$ cat config.mk
export PLATFORM = sky130hd
export DESIGN_NAME = uart_wb_streamer
export DESIGN_NICKNAME = d
export VERILOG_FILES = /design/src/rtl/uart_stream_pkg.sv /design/src/rtl/uart_stream_fifo.sv /design/src/rtl/uart_wb_streamer.sv
export SDC_FILE = /design/constraint.sdc
export NUM_CORES = 1
export LEC_CHECK = 0
export ABC_CLOCK_PERIOD_IN_PS = 4040
export BUFFER_PORTS_ARGS = -buffer_cell sky130_fd_sc_hd__buf_2
export CAP_MARGIN = 0
export CORE_MARGIN = 10
export CORE_UTILIZATION = 41
export DETAILED_ROUTE_END_ITERATION = 10
export PLACE_DENSITY = 0.62
export REMOVE_ABC_BUFFERS = 1
export SLEW_MARGIN = 20
export SYNTH_ARGS = -nofsm -noshare
export SYNTH_HDL_FRONTEND = slang
export SYNTH_SLANG_ARGS = --single-unit
export TNS_END_PERCENT = 100
$ cat constraint.sdc
create_clock -name wb_clk_i -period 4.04 [get_ports wb_clk_i]
set_input_delay 0.404 -clock wb_clk_i [delete_from_list [all_inputs] [get_ports wb_clk_i]]
set_output_delay 0.404 -clock wb_clk_i [all_outputs]
set_load 0.02 [all_outputs]
$ cat src/rtl/uart_stream_pkg.sv
// Shared types and 16550 register map for the UART Wishbone byte streamer.
// Holds the FSM state encoding and the init constants.
package uart_stream_pkg;

    typedef enum logic [2:0] {
        INIT_LCR_DLAB,
        INIT_DLL,
        INIT_DLM,
        INIT_LCR,
        INIT_FCR,
        IDLE,
        POLL_LSR,
        WRITE_THR
    } state_e;

    localparam logic [2:0] ADR_THR = 3'd0;
    localparam logic [2:0] ADR_DLL = 3'd0;
    localparam logic [2:0] ADR_DLM = 3'd1;
    localparam logic [2:0] ADR_FCR = 3'd2;
    localparam logic [2:0] ADR_LCR = 3'd3;
    localparam logic [2:0] ADR_LSR = 3'd5;

    localparam int         LSR_THRE_BIT = 5;
    localparam logic [7:0] FCR_INIT     = 8'h07;
    localparam logic [7:0] LCR_DLAB     = 8'h80;

    function automatic logic lsr_thre(input logic [7:0] lsr);
        logic [7:0] mask;
        mask = 8'h01 << LSR_THRE_BIT;
        return (lsr & mask) != 8'h00;
    endfunction

endpackage

$ cat src/rtl/uart_stream_fifo.sv
// Synchronous byte FIFO with occupancy level; power-of-two depth so
// the pointers wrap for free.
module uart_stream_fifo #(
    parameter  int DEPTH = 16,
    localparam int AW    = $clog2(DEPTH),
    localparam int LW    = $clog2(DEPTH) + 1
) (
    input  logic          clk_i,
    input  logic          rst_i,
    input  logic          push_i,
    input  logic [7:0]    data_i,
    input  logic          pop_i,
    output logic [7:0]    data_o,
    output logic [LW-1:0] level_o,
    output logic          full_o,
    output logic          empty_o
);

    logic [7:0]    mem [DEPTH];
    logic [AW-1:0] wr_q, rd_q;
    logic [LW-1:0] cnt_q, cnt_d;
    logic          do_push, do_pop;

    assign full_o  = (cnt_q == LW'(DEPTH));
    assign empty_o = (cnt_q == '0);
    assign level_o = cnt_q;
    assign data_o  = mem[rd_q];

    // A pop frees the head slot, so a concurrent push may land when full.
    assign do_push = push_i & (~full_o | pop_i);
    assign do_pop  = pop_i & ~empty_o;

    always_comb begin
        cnt_d = cnt_q;
        unique case ({do_push, do_pop})
            2'b10:   cnt_d = cnt_q + 1'b1;
            2'b01:   cnt_d = cnt_q - 1'b1;
            default: cnt_d = cnt_q;
        endcase
    end

    always_ff @(posedge clk_i or posedge rst_i) begin
        if (rst_i) begin
            wr_q  <= '0;
            rd_q  <= '0;
            cnt_q <= '0;
        end else begin
            if (do_push) wr_q <= wr_q + 1'b1;
            if (do_pop)  rd_q <= rd_q + 1'b1;
            cnt_q <= cnt_d;
        end
    end

    always_ff @(posedge clk_i) begin
        if (do_push) mem[wr_q] <= data_i;
    end

endmodule

$ cat src/rtl/uart_wb_streamer.sv
// Wishbone master that programs a 16550 UART and then streams
// buffered bytes into THR, polling LSR.THRE before each burst.
module uart_wb_streamer
    import uart_stream_pkg::*;
#(
    parameter  logic [15:0] DIVISOR    = 16'd27,
    parameter  logic [7:0]  LCR_VAL    = 8'h03,
    parameter  int          FIFO_DEPTH = 16,
    parameter  int          TX_BURST   = 16,
    localparam int          LW = $clog2(FIFO_DEPTH) + 1
) (
    input  logic          wb_clk_i,
    input  logic          wb_rst_i,
    input  logic [7:0]    s_data_i,
    input  logic          s_valid_i,
    output logic          s_ready_o,
    output logic [2:0]    wb_adr_o,
    output logic [7:0]    wb_dat_o,
    input  logic [7:0]    wb_dat_i,
    output logic          wb_we_o,
    output logic          wb_stb_o,
    output logic          wb_cyc_o,
    input  logic          wb_ack_i,
    output logic          init_done_o,
    output logic [LW-1:0] fifo_level_o
);

    localparam int BW = $clog2(TX_BURST + 1);

    state_e        state_q, state_d, nxt;
    logic          cyc_q, cyc_d;
    logic [2:0]    adr_q, adr_d, tgt_adr;
    logic [7:0]    dat_q, dat_d, tgt_dat;
    logic          we_q, we_d, tgt_we;
    logic [BW-1:0] burst_q, burst_d;
    logic          done_q, done_d;
    logic          rdy_q;

    logic          push, pop, full, empty, last;
    logic [7:0]    head;
    logic [LW-1:0] level;

    uart_stream_fifo #(.DEPTH(FIFO_DEPTH)) u_fifo (
        .clk_i   (wb_clk_i),
        .rst_i   (wb_rst_i),
        .push_i  (push),
        .data_i  (s_data_i),
        .pop_i   (pop),
        .data_o  (head),
        .level_o (level),
        .full_o  (full),
        .empty_o (empty)
    );

    assign s_ready_o    = rdy_q & ~full;
    assign push         = s_valid_i & s_ready_o;
    assign fifo_level_o = level;
    assign init_done_o  = done_q;
    assign wb_cyc_o     = cyc_q;
    assign wb_stb_o     = cyc_q;
    assign wb_adr_o     = adr_q;
    assign wb_dat_o     = dat_q;
    assign wb_we_o      = we_q;

    // Burst ends on count, or when this pop drains the buffer.
    assign last = (burst_q == BW'(TX_BURST - 1)) ||
                  (level == LW'(1) && !push);

    always_comb begin
        tgt_adr = ADR_THR;
        tgt_dat = 8'h00;
        tgt_we  = 1'b1;
        nxt     = state_q;
        unique case (state_q)
            INIT_LCR_DLAB: begin
                tgt_adr = ADR_LCR;
                tgt_dat = LCR_VAL | LCR_DLAB;
                nxt     = INIT_DLL;
            end
            INIT_DLL: begin
                tgt_adr = ADR_DLL;
                tgt_dat = DIVISOR[7:0];
                nxt     = INIT_DLM;
            end
            INIT_DLM: begin
                tgt_adr = ADR_DLM;
                tgt_dat = DIVISOR[15:8];
                nxt     = INIT_LCR;
            end
            INIT_LCR: begin
                tgt_adr = ADR_LCR;
                tgt_dat = LCR_VAL;
                nxt     = INIT_FCR;
            end
            INIT_FCR: begin
                tgt_adr = ADR_FCR;
                tgt_dat = FCR_INIT;
                nxt     = IDLE;
            end
            POLL_LSR: begin
                tgt_adr = ADR_LSR;
                tgt_we  = 1'b0;
                nxt     = lsr_thre(wb_dat_i) ? WRITE_THR : IDLE;
            end
            WRITE_THR: begin
                tgt_adr = ADR_THR;
                tgt_dat = head;
                nxt     = last ? IDLE : WRITE_THR;
            end
            default: begin
                tgt_we = 1'b0;
                nxt    = IDLE;
            end
        endcase
    end

    always_comb begin
        state_d = state_q;
        cyc_d   = cyc_q;
        adr_d   = adr_q;
        dat_d   = dat_q;
        we_d    = we_q;
        burst_d = burst_q;
        done_d  = done_q;
        pop     = 1'b0;
        if (state_q == IDLE) begin
            if (!empty) state_d = POLL_LSR;
        end else if (!cyc_q) begin
            cyc_d = 1'b1;
            adr_d = tgt_adr;
            dat_d = tgt_dat;
            we_d  = tgt_we;
        end else if (wb_ack_i) begin
            // Idle the bus for a cycle between transfers.
            cyc_d   = 1'b0;
            adr_d   = '0;
            dat_d   = '0;
            we_d    = 1'b0;
            state_d = nxt;
            if (state_q == INIT_FCR) done_d = 1'b1;
            if (state_q == POLL_LSR) burst_d = '0;
            if (state_q == WRITE_THR) begin
                pop     = 1'b1;
                burst_d = burst_q + 1'b1;
            end
        end
    end

    always_ff @(posedge wb_clk_i or posedge wb_rst_i) begin
        if (wb_rst_i) begin
            state_q <= INIT_LCR_DLAB;
            cyc_q   <= 1'b0;
            adr_q   <= '0;
            dat_q   <= '0;
            we_q    <= 1'b0;
            burst_q <= '0;
            done_q  <= 1'b0;
            rdy_q   <= 1'b0;
        end else begin
            state_q <= state_d;
            cyc_q   <= cyc_d;
            adr_q   <= adr_d;
            dat_q   <= dat_d;
            we_q    <= we_d;
            burst_q <= burst_d;
            done_q  <= done_d;
            rdy_q   <= 1'b1;
        end
    end

endmodule

# Word level (Yosys, flattened, before mapping)
# Memory sizes are Yosys's and may differ from the RTL's.
# Cells that the tools add are included.
dict set report totals {
  ramBits 128
  mem_count 1
  wordCells 81
  register_bits 36
  inputBits 20
  output_inout_bits 21
}
dict set report op_classes {
  n_mux 27
  n_addsub 5
  n_eq_ne 14
  reduce_logical 15
  n_bitwise 8
}
# name depth word_bits read_ports rd_clocked_by_memory_dff wr line_no
set mem_list {}
lappend mem_list {u_fifo.mem 16 8 1 0 1 uart_stream_fifo.sv:19} ;# logic [7:0] mem [DEPTH];
# cell n
set ops {}
lappend ops {{8-bit one-hot mux with 5 select lines} 1}
lappend ops {{3-bit two-way mux} 6}
lappend ops {{3-bit one-hot mux with 6 select lines} 1}
lappend ops {{8-bit two-way mux} 2}
lappend ops {{3-bit == test (second input constant)} 4}
lappend ops {{3-bit one-hot mux with 4 select lines} 1}
lappend ops {{1-bit two-way mux} 11}
lappend ops {{5-bit by 1-bit adder with 5-bit output (second input constant)} 2}
lappend ops {{5-bit two-way mux} 2}
lappend ops {{5-bit one-hot mux with 2 select lines} 1}
lappend ops {{4-bit by 1-bit adder with 4-bit output (second input constant)} 2}
lappend ops {{4-bit AND reduction} 2}
lappend ops {{2-bit nonzero test} 4}
lappend ops {{3-bit by 2-bit == test with 1-bit output (second input constant)} 2}
lappend ops {{6-bit OR reduction} 1}
lappend ops {{5-bit by 1-bit == test with 1-bit output (second input constant)} 1}
lappend ops {{5-bit by 4-bit == test with 1-bit output (second input constant)} 1}
lappend ops {{5-bit == test (second input constant)} 1}
lappend ops {{5-bit logical NOT} 1}
lappend ops {{5-bit by 1-bit subtractor with 5-bit output (second input constant)} 1}
lappend ops {{1-bit bitwise AND} 4}
lappend ops {{2-bit two-way mux} 2}
lappend ops {{2-bit inequality test (second input constant)} 2}
lappend ops {{3-bit by 1-bit == test with 1-bit output (second input constant)} 1}
lappend ops {{11 further kinds} 13}

# Longest topological paths before layout
dict set report depth {
  depth_word 12
  mapped_depth 11
  mapped_depth_nobuf 10
}

# Cells and area by module
# From an unflattened synthesis, not the netlist that was laid out.
dict set report hier_totals {
  hier_cells 430
  area_unflattened_um2 6945.4
}
# mod area_per_inst_um2 seq_area_each_um2 instances cells_each
set modules_own_cells {}
lappend modules_own_cells {uart_stream_fifo 5730.5 4169.0 1 316}
lappend modules_own_cells {uart_wb_streamer 1214.9 575.6 1 114}

# Worst setup path before layout
# No wires, ideal clock.
dict set report synth_path {
  path_kind {register -> register}
  from {register u_fifo.cnt_q[0] (netlist: u_fifo.level_o[0])}
  to {register u_fifo.cnt_q[3] (netlist: u_fifo.level_o[3])}
  n_path_buf 0
  synth_period_minus_slack_ns 2.392
  path_stages_with_launch 10
  slack_ns 1.648
  setup_time_ns 0.079
  arrival_ns 2.312
  required_time_ns 3.961
  path_cell_list {dfrtp_1 > inv_1 > ha_1 > nor4b_1 > nor3_1 > ha_1 > nor4b_1 > a31oi_1 > nor2_1 > xor2_1}
}
dict set report synth_between {
  word_cells_on_any_way 15
  classes_between {add/sub (2); eq/ne (3); mux (1); bitwise (7); reduce/logical (2)}
}
# element line_no
set synth_lines {}
lappend synth_lines {{start: declaration} uart_stream_fifo.sv:21} ;# logic [LW-1:0] cnt_q, cnt_d;
lappend synth_lines {{start signal: assignment} uart_stream_fifo.sv:50} ;# cnt_q <= cnt_d;
lappend synth_lines {{5-bit logical NOT (*)} uart_stream_fifo.sv:25} ;# assign empty_o = (cnt_q == '0);
lappend synth_lines {{1-bit NOT (*)} uart_stream_fifo.sv:31} ;# assign do_pop = pop_i & ~empty_o;
lappend synth_lines {{1-bit bitwise AND (*)} uart_stream_fifo.sv:31}
lappend synth_lines {{named net u_fifo.do_pop} uart_stream_fifo.sv:22} ;# logic do_push, do_pop;
lappend synth_lines {{2-bit by 1-bit == test with 1-bit output or 2-bit == test (tied branches)} uart_stream_fifo.sv:35} ;# unique case ({do_push, do_pop})
lappend synth_lines {{5-bit one-hot mux with 2 select lines or 2-bit nonzero test (tied branches)} n/a}
# The timed path passes the listed nets; every way through them passes the cells marked *.
# A chain may end at the register's enable or synchronous reset.

# Worst setup path after layout
dict set report layout_path {
  from {register u_fifo.cnt_q[0] (netlist: u_fifo.level_o[0])}
  to {memory u_fifo.mem[11][5] (enable)}
}
dict set report layout_between {
  elab_chain_cells 7
  word_cells_on_any_way 8
  classes_between {eq/ne (1); mux (2); bitwise (5)}
}
# element line_no
set layout_lines {}
lappend layout_lines {{5-bit == test (*)} uart_stream_fifo.sv:24} ;# assign full_o = (cnt_q == LW'(DEPTH));
lappend layout_lines {{1-bit NOT (*)} {uart_stream_fifo.sv:30, uart_wb_streamer.sv:55}}
lappend layout_lines {{1-bit bitwise AND} uart_wb_streamer.sv:55} ;# assign s_ready_o = rdy_q & ~full;
lappend layout_lines {{1-bit bitwise AND} uart_wb_streamer.sv:56} ;# assign push = s_valid_i & s_ready_o;
lappend layout_lines {{1-bit bitwise AND (*)} uart_stream_fifo.sv:30} ;# assign do_push = push_i & (~full_o | pop_i);
lappend layout_lines {{1-bit two-way mux (*)} uart_stream_fifo.sv:55} ;# if (do_push) mem[wr_q] <= data_i;
lappend layout_lines {{1-bit two-way mux (not written as such) (*)} uart_stream_fifo.sv:55}
lappend layout_lines {{end: declaration} uart_stream_fifo.sv:19}
# Mark *: on every way between the ends. The rest lies on a longest branch, timed or not.

==> impl_metrics.tcl <==
set metrics [dict create \
    syn_area_per_cell_sq_um 15.9 \
    placed_cells 670 \
    cts_buffers 17 \
    synth_seq_area_share_pct 68.5 \
    ys_top_cells_by_count "edfxtp_1 (128), dfrtp_1 (36), nor2_1 (27)" \
    path_class "register to register" \
    r2r_end "u_fifo.mem[11][5]" \
    syn_inst 436 \
    hpwl_um 9390 \
    dpl_worst_slack_ps 1230 \
    crit_slowest_cell "nor2_1" \
    area_growth_pct 13.1 \
    fmax_ghz 0.363 \
    gp_congestion 0.800 \
    cts_buffer_depth 2 \
    period_needed_ps 2760 \
    initial_core_util_pct 41.8 \
    reg2reg_from "u_fifo.level_o[0]" \
    antenna_found_initial 0 \
    setup_tns_ps 0 \
    yosysMostFrequentCell "edfxtp_1" \
    fillers 1453 \
    ctsHtreeMaxLevel 4 \
    path_buf_inv 1 \
    die_y_um 150 \
    ios 41 \
    path_clk_slew_ps 60 \
    async_flop_share_pct 22.0 \
    drc 0 \
    gr-max-usage-layer "met2" \
    io_buffers 33 \
    clock-skew-final_ps 7.81 \
    wl_per_cell_um 20.2 \
    core-area_sq_um 16600 \
    grt_use_met2_pct 21.1 \
    fin_ws_ps 1280 \
    rsz0062_at_grt "false" \
    slowest_delay_ps 810 \
    timing.final.max_slew_violations 0 \
    drive_above_1_share_pct 21.4 \
    cts_resized 0 \
    met3_usage_pct 3.20 \
    cp_num_cells 6 \
    drt_wl_total_um 14100 \
    rows 47 \
    cp_max_fo 9 \
    yosys.area.top_type_share_pct 55.5 \
    synth_cell_types 54 \
    num_vias 3854 \
    synthFlopType "edfxtp_1" \
    status "finished clean" \
    start_kind "register" \
    cpLargestDelayFamily "simple AND/OR/NAND/NOR gates" \
    synth_area_leaders "edfxtp_1 (55%), dfrtp_1 (13%), mux4_2 (6.2%)" \
    end_kind "register" \
    tightest_slew_ps 1010 \
    ys_warn_count 0 \
    hold_violations 0 \
    ir_drop_v 0.000284 \
    worstPathCellList "inv_1 > ha_1 > nand2_1 > o311a_1 > nand2_1 > nor2_1" \
    dieArea_sq_um 22500 \
    setup_viol 0 \
    cts_tree "yes" \
    grt_usage_pct 13.2 \
    fin_crit_sh_pct 68.2 \
    cts.sinks 164 \
    grt_pass1_vias 3976 \
    max-slew-margin-rel_pct 32.6 \
    grt_first_pass_wirelength_um 22500 \
    drt_iter0_drc 299 \
    power_density_nw_per_um2 668 \
    die_w_um 150 \
    cellLeakagePower_nw 2.77 \
    synth-seq-cells 164 \
    grt_max_degree 37 \
    multi_input_area_sq_um 2010 \
    post_cts.repair.setup_buffers 0 \
    synth_edf_count 128 \
    drt.antenna.violating_nets 0 \
    dr.pass1.iters 5 \
    nNetsFinal 501 \
    reg2regPathDepth 6 \
    viasPerCell 5.50 \
    cap_violations 0 \
    grt_overflow_total 0 \
    hold_buffers 0 \
    yosysTopAreaCell "edfxtp_1" \
    stdcell_count 701 \
    seq_area_sq_um 4750 \
    cts_root_buffer "clkbuf_16" \
    antenna_cells 0 \
    synth_area_sq_um 6930 \
    use_met1_pct 17.1 \
    worst_ep_required_time_ps 4080 \
    timing.critical_path.mode_cell "nand2_1" \
    min-delay-path-class "primary input to async pin" \
    clock_latency_ps 420 \
    rrSetupSlack_ps 1280 \
    final_core_util_pct 47.3 \
    crit_arrival_ps 2800 \
]
-- per-stage QoR --
step	hold WS, ps	cell area [sq um]	total power [mW]
global route	133	7840	5.53
global placement	449	7300	3.79
floorplan	450	6790	3.33
detailed placement	449	7300	3.84
finish	73.5	7840	5.24
CTS	92.8	7840	5.29
-- flip-flops by register name (all words and copies together), names as in the netlist --
signal and cells:
init_done_o 1, u_fifo.rd_q 4, u_fifo.wr_q 4, state_q 3, wb_cyc_o 1, burst_q 5, wb_we_o 1, wb_dat_o 8
rdy_q 1, u_fifo.mem 128, wb_adr_o 3, u_fifo.level_o 5
-- area by class of cell --
type / instances / share of cell area, %
clock buffers: 17 / 5.43
clock inverters: 14 / 1.37
inverters: 12 / 0.575
multi-input cells: 232 / 25.6
flip-flops and latches: 164 / 60.5
well taps: 220 / 3.51
repair buffers: 42 / 2.97
-- per-layer routing --
metal,vias to the layer above,routed length (um)
met5,-,0
met4,0,172
met3,14,716
met2,97,6970
met1,1991,6290
li1,1752,-
-- how the worst max path moves through the flow --
stage | startpoint | to | slack (ps)
after floorplan | u_fifo.rd_q[0] | wb_dat_o[2] | 1450
after CTS | u_fifo.level_o[0] | u_fifo.mem[5][6] | 1200
final | u_fifo.level_o[0] | u_fifo.mem[11][5] | 1280
after global routing | u_fifo.level_o[0] | u_fifo.mem[7][2] | 1050
after detailed placement | u_fifo.level_o[0] | u_fifo.mem[5][6] | 1230
after global placement | u_fifo.level_o[0] | u_fifo.mem[7][5] | 1390
-- layout by cell type (no fill, tap or decap), types with 7 or more instances in the layout --
cell	Yosys	layout
nand2_1	22	22
mux4_2	19	19
buf_4	4	9
mux2_2	8	8
inv_1	12	12
nor2_1	27	26
ha_1	12	12
buf_2	10	33
mux2i_1	15	15
nor3_1	10	9
a21oi_1	9	9
mux4_1	7	7
edfxtp_1	128	128
o21ai_0	14	14
dfrtp_1	36	35
xnor2_1	7	7
clkbuf_16	0	17
nor2b_1	8	8
nand3_1	12	12
-- cell families (layout without fill, tap and decap cells) --
| kind of cell | count (synthesis) | after routing | synth area share, % |
|---|---|---|---|
| flops | 164 | 164 | 68.5 |
| mux | 49 | 49 | 12.3 |
| buf+inv | 40 | 85 | 2.67 |
| simple gates | 99 | 99 | 7.04 |
| other cells | 1 | 1 | 0.0541 |
| fa+ha+maj | 12 | 12 | 2.17 |
| compound gates | 60 | 60 | 5.92 |
| xor+xnor | 11 | 11 | 1.39 |
-- report_power, final --
| part | switching, mW | internal (mW) | total, mW |
|---|---|---|---|
| registers | 0.368 | 2.03 | 2.39 |
| logic | 0.734 | 0.668 | 1.40 |
| clock network | 0.655 | 0.788 | 1.44 |
-- worst reg2reg max path: cells and delay by family (launching register included) --
kind,cells,cell delay (ps)
DFF,1,500
adders and majority gates,1,230
AOI/OAI and AO/OA,1,390
and+or+nand+nor,3,1140
buffers and inverters,1,110
(Power assumes the default switching activity.)
